[src/rtl/convolution_index_gen.sv]
// -----------------------------------------------------------------------------
// convolution_index_gen
// Loop sequencer for y[i] = sum_j x[j]*h[i-j]. Walks the output index i over
// 0..Lx+Ly-2 and, for each row, the inner index j over [j_start, j_end],
// offering (x addr = j, h addr = i-j) pairs to the MAC stage over valid/ready.
//
// Ports
//   clk, rst            rising-edge clock, asynchronous active-high reset
//   start_i             begin a run (sampled only in IDLE)
//   size_x_i, size_y_i  Lx / Ly, captured on accepted start
//   ready_i             MAC stage accepts the current pair
//   valid_o             pair on addr_x_o / addr_h_o is valid
//   addr_x_o, addr_h_o  x address (j) and h address (i-j)
//   i_o                 current output row (y write address)
//   j_fin_o             last j of the current row
//   acc_clr_o, y_wr_o   one-cycle accumulator clear / y write per row
//   busy_o, done_o      run in progress / one-cycle completion pulse
// -----------------------------------------------------------------------------
module convolution_index_gen #(
    parameter int DATAWIDTH = 5
) (
    input  logic                 clk,
    input  logic                 rst,
    input  logic                 start_i,
    input  logic [DATAWIDTH-1:0] size_x_i,
    input  logic [DATAWIDTH-1:0] size_y_i,
    input  logic                 ready_i,
    output logic                 valid_o,
    output logic [DATAWIDTH-1:0] addr_x_o,
    output logic [DATAWIDTH-1:0] addr_h_o,
    output logic [DATAWIDTH:0]   i_o,
    output logic [DATAWIDTH-1:0] j_fin_o,
    output logic                 acc_clr_o,
    output logic                 y_wr_o,
    output logic                 busy_o,
    output logic                 done_o
);

    typedef enum logic [2:0] {
        S_IDLE,
        S_INIT_ROW,
        S_MAC,
        S_WRITE,
        S_DONE
    } state_t;

    localparam logic [DATAWIDTH:0] ONE = 1;
    localparam logic [DATAWIDTH:0] TWO = 2;

    state_t               state_q, state_d;
    logic [DATAWIDTH-1:0] lx_q, lx_d;
    logic [DATAWIDTH-1:0] ly_q, ly_d;
    logic [DATAWIDTH:0]   i_q, i_d;
    logic [DATAWIDTH-1:0] j_q, j_d;
    logic [DATAWIDTH-1:0] j_fin_q, j_fin_d;

    // Row bounds in DATAWIDTH+1 bits. Both Lx and Ly are >= 1 whenever these
    // are consumed, so the minus-one terms never wrap; the compare before the
    // subtraction keeps j_start from going negative.
    logic [DATAWIDTH:0] lx_m1, ly_m1, j_start_w, j_end_w;
    logic               last_row;

    always_comb begin
        lx_m1     = {1'b0, lx_q} - ONE;
        ly_m1     = {1'b0, ly_q} - ONE;
        j_start_w = (i_q > ly_m1) ? (i_q - ly_m1) : '0;
        j_end_w   = (i_q < lx_m1) ? i_q : lx_m1;
        // Last row is i = R-1 = Lx+Ly-2; the sum fits in DATAWIDTH+1 bits.
        last_row  = (i_q == ({1'b0, lx_q} + {1'b0, ly_q} - TWO));
    end

    always_comb begin
        state_d = state_q;
        lx_d    = lx_q;
        ly_d    = ly_q;
        i_d     = i_q;
        j_d     = j_q;
        j_fin_d = j_fin_q;
        unique case (state_q)
            S_IDLE: begin
                if (start_i) begin
                    lx_d = size_x_i;
                    ly_d = size_y_i;
                    i_d  = '0;
                    // An empty operand means an empty result: finish at once.
                    if (size_x_i == '0 || size_y_i == '0) state_d = S_DONE;
                    else                                  state_d = S_INIT_ROW;
                end
            end
            S_INIT_ROW: begin
                j_d     = DATAWIDTH'(j_start_w);
                j_fin_d = DATAWIDTH'(j_end_w);
                state_d = S_MAC;
            end
            S_MAC: begin
                if (ready_i) begin
                    if (j_q == j_fin_q) state_d = S_WRITE;
                    else                j_d     = j_q + 1'b1;
                end
            end
            S_WRITE: begin
                if (last_row) begin
                    state_d = S_DONE;
                end else begin
                    i_d     = i_q + 1'b1;
                    state_d = S_INIT_ROW;
                end
            end
            S_DONE:  state_d = S_IDLE;
            default: state_d = S_IDLE;
        endcase
    end

    always_ff @(posedge clk or posedge rst) begin
        if (rst) begin
            state_q <= S_IDLE;
            lx_q    <= '0;
            ly_q    <= '0;
            i_q     <= '0;
            j_q     <= '0;
            j_fin_q <= '0;
        end else begin
            state_q <= state_d;
            lx_q    <= lx_d;
            ly_q    <= ly_d;
            i_q     <= i_d;
            j_q     <= j_d;
            j_fin_q <= j_fin_d;
        end
    end

    // Everything below is decoded from registered state only, so ready_i has
    // no combinational path to any output and a stalled pair stays put.
    assign valid_o   = (state_q == S_MAC);
    assign acc_clr_o = (state_q == S_INIT_ROW);
    assign y_wr_o    = (state_q == S_WRITE);
    assign done_o    = (state_q == S_DONE);
    assign busy_o    = (state_q != S_IDLE);
    assign addr_x_o  = j_q;
    // i-j never exceeds Ly-1, so modulo DATAWIDTH arithmetic is exact.
    assign addr_h_o  = i_q[DATAWIDTH-1:0] - j_q;
    assign i_o       = i_q;
    assign j_fin_o   = j_fin_q;

endmodule

[config.mk]
export PLATFORM = sky130hd
export DESIGN_NAME = convolution_index_gen
export DESIGN_NICKNAME = d
export VERILOG_FILES = /design/src/rtl/convolution_index_gen.sv
export SDC_FILE = /design/constraint.sdc
export NUM_CORES = 1
export LEC_CHECK = 0
export ABC_AREA = 1
export ABC_CLOCK_PERIOD_IN_PS = 2250
export BUFFER_PORTS_ARGS = -buffer_cell sky130_fd_sc_hd__buf_2
export CORE_ASPECT_RATIO = 1.1
export CORE_MARGIN = 2
export CORE_UTILIZATION = 40
export CTS_CLUSTER_SIZE = 24
export DETAILED_ROUTE_END_ITERATION = 16
export PLACE_DENSITY = 0.69
export SETUP_SLACK_MARGIN = 0.5
export SYNTH_ARGS = -nofsm -noshare
export SYNTH_HDL_FRONTEND = slang
export SYNTH_SLANG_ARGS = --single-unit
export TNS_END_PERCENT = 5
[constraint.sdc]
create_clock -name clk -period 2.25 [get_ports clk]
set_input_delay 0.1125 -clock clk [delete_from_list [all_inputs] [get_ports clk]]
set_output_delay 0.1125 -clock clk [all_outputs]
set_load 0.05 [all_outputs]
==> impl_metrics.toml <==
[yosys]
synth_area_um2 = 2560
synth_cells = 373
synth-seq-cells = 29
ys_top_cells_by_area = "dfrtp_1, nand2_1, ha_1"
yosysSeqAreaShare_pct = 28.3
yosysWarnings = 0
yosysTopAreaCell = "dfrtp_1"
yosysTopAreaCellShare_pct = 28.3
synthesis.nets = 418
synth.distinct_cells = 26
avgSynthCellArea_um2 = 6.87

[routing]
vias = 2559
drtIter0Drc = 147
dr.pass1.iters = 4
drt-total-wl_mm = 6.61
viasPerCell = 4.96
drc_errors = 0
routedWlPerCell_um = 12.8
ant_nets = 0

[cells_and_area]
final_cell_mix = "nand2_1, inv_1, buf_2"
fin_util_pct = 52.4
area_growth_syn_to_layout_pct = 26.8
fin_area_um2 = 3250
drive_above_1_share_pct = 26.8
layout.nets = 480
mostFrequentLayoutCell = "nand2_1"
antennaDiodeCount = 0

[timing]
worst_pin_slew_ns = 0.400
relSlewSlack_pct = 73.1
finalWorstPathRequiredPeriod_ns = 2.24
slew_violations = 0
clock_skew_ns = 0.00366
finalSetupViolations = 0
rsz0062_at_grt = "true"
hold_viol_final = 0
fmax_mhz = 446
period_share_pct = 99.5

[clocking]
clk_pin_slew_ns = 0.07
cts_tree = "yes"
clk_path_buf_depth = 2
clock_sinks = 29
clkLatencyLatePin_ns = 0.29
htree_levels = 2
cts-root-buf = "clkbuf_8"
numCtsBuffers = 5

[worst_setup_path]
cpMaxStageDelayCell = "fa_2"
crit_buf_inv = 4
cp_data_arrival_time_ns = 2.41
crit_type = "register to register"
cp_max_fo = 5
cp.required_ns = 2.42
crit_chain = "inv_2, ha_4, inv_4, ha_4, inv_2, fa_2, inv_1, nand2_1, nand2_1, nand3_2, nor2_4, nand3_4, a21oi_2, nor2_1"
critPathCaptureType = "register"
start_kind = "register"
cp_top_family = "adder cells"
max_stage_delay_ns = 0.43

[placed_design]
hpwl_mm = 5.00
io_buffers = 39
gp_congestion = 0.879
place_area_um2 = 2950

[floorplanning]
start_util_pct = 41.4
fp.coreArea_um2 = 6190
rows = 30
dieArea_um2 = 7060
die_w_um = 80.3
fp.dieH_um = 87.9
boundaryPins = 40

[global_routing]
grt_use_total_pct = 20.1
grt_max_degree = 30
grt-ovfl-total = 0
grt_pass1_vias = 2403
grt_first_pass_wirelength_mm = 10.9
antenna_found_initial = 0

[run_status]
status = "completed"

[job]
max_cap_violations = 0

[worst_hold_path]
worst_hold_path_type = "input pin to register"
cells by family after synthesis:
logic type | count (synthesis) | synth area share (%)
flip-flops | 29 | 28.3
adder cells (fa/ha/maj) | 31 | 16.0
AND/OR/NAND/NOR | 183 | 30.9
buffers and inverters | 73 | 10.9
AO/OA/AOI/OAI | 42 | 8.65
XOR/XNOR | 15 | 5.13
cells in the mapped netlist (all sizes together):
| master | number |
|---|---|
| fa | 3 |
| and2 | 1 |
| a21oi | 19 |
| dfrtp | 29 |
| nor2 | 25 |
| o21ai | 20 |
| xor2 | 10 |
| nor3b | 1 |
| ha | 28 |
| inv | 68 |
| buf | 5 |
| or2 | 1 |
| nor3 | 3 |
| nand4 | 10 |
| o21a | 2 |
| xnor2 | 5 |
| nand3 | 35 |
| a211oi | 1 |
| nand2 | 107 |
registers in the layout, summed over array words and instances, names as in the netlist:
register	count
state_q	3
lx_q	5
j_fin_o	5
i_o	6
addr_x_o	5
ly_q	5
tightest hold or removal path, stage by stage:
cell	delay, ns
buf_2	0.09
inv_1	0.06
o21ai_1	0.06
layout make-up:
cell class              count  area [um2]
clock buffers               6        72.6
clock inverters             2        10.0
fillers                   631        2950
inverters                  68         258
multi-input cells         271        1710
flip-flops and latches     29         734
well taps                  80         100
repair buffers             60         367
per-stage QoR:
stage | instances | hold slack [ns] | worst slack, ns | setup TNS [ns]
after floorplan | 373 | 0.190 | 0.132 | 0
after CTS | 510 | 0.0807 | 0.0145 | 0
after detailed placement | 498 | 0.211 | -0.0209 | -0.0743
after global routing | 516 | 0.100 | -0.118 | -0.834
final | 516 | 0.0776 | 0.0103 | 0
after global placement | 498 | 0.202 | 0.0357 | 0
final timing paths:
kind | start | to | slack (ns) | cells after the start
setup reg to reg | ly_q[1] | state_q[0] | 0.01 | 14
hold / removal | size_x_i[0] | lx_q[0] | 0.08 | 3
max in group asynchronous | rst | i_o[0] | 1.50 | 4
setup / recovery | ly_q[1] | state_q[0] | 0.01 | 14
min in group asynchronous | rst | ly_q[4] | 0.44 | 4
hold reg to reg | lx_q[4] | lx_q[4] | 0.49 | 2
routing by layer:
layer,routed length [um],vias up,share of wire [%],GRT usage [%]
met5,0,-,0,0
met4,194,0,2.9,8.17
met3,316,13,4.8,3.20
met2,3290,70,50,35.5
met1,2810,1167,43,24.5
li1,-,1309,-,-
repair_timing:
action / 4_1_cts / 5_1_grt
resized for setup: 11 / 31
hold buffers: 1 / 0
endpoints found under the setup margin: 22 / 23
setup buffers: 3 / 6
hold endpoints to repair: 29 / 0
pin swaps: 7 / 12
Power is left out: the tool's default activity adds up to more than one toggle a clock period on the data nets, which glitch-free logic cannot reach.
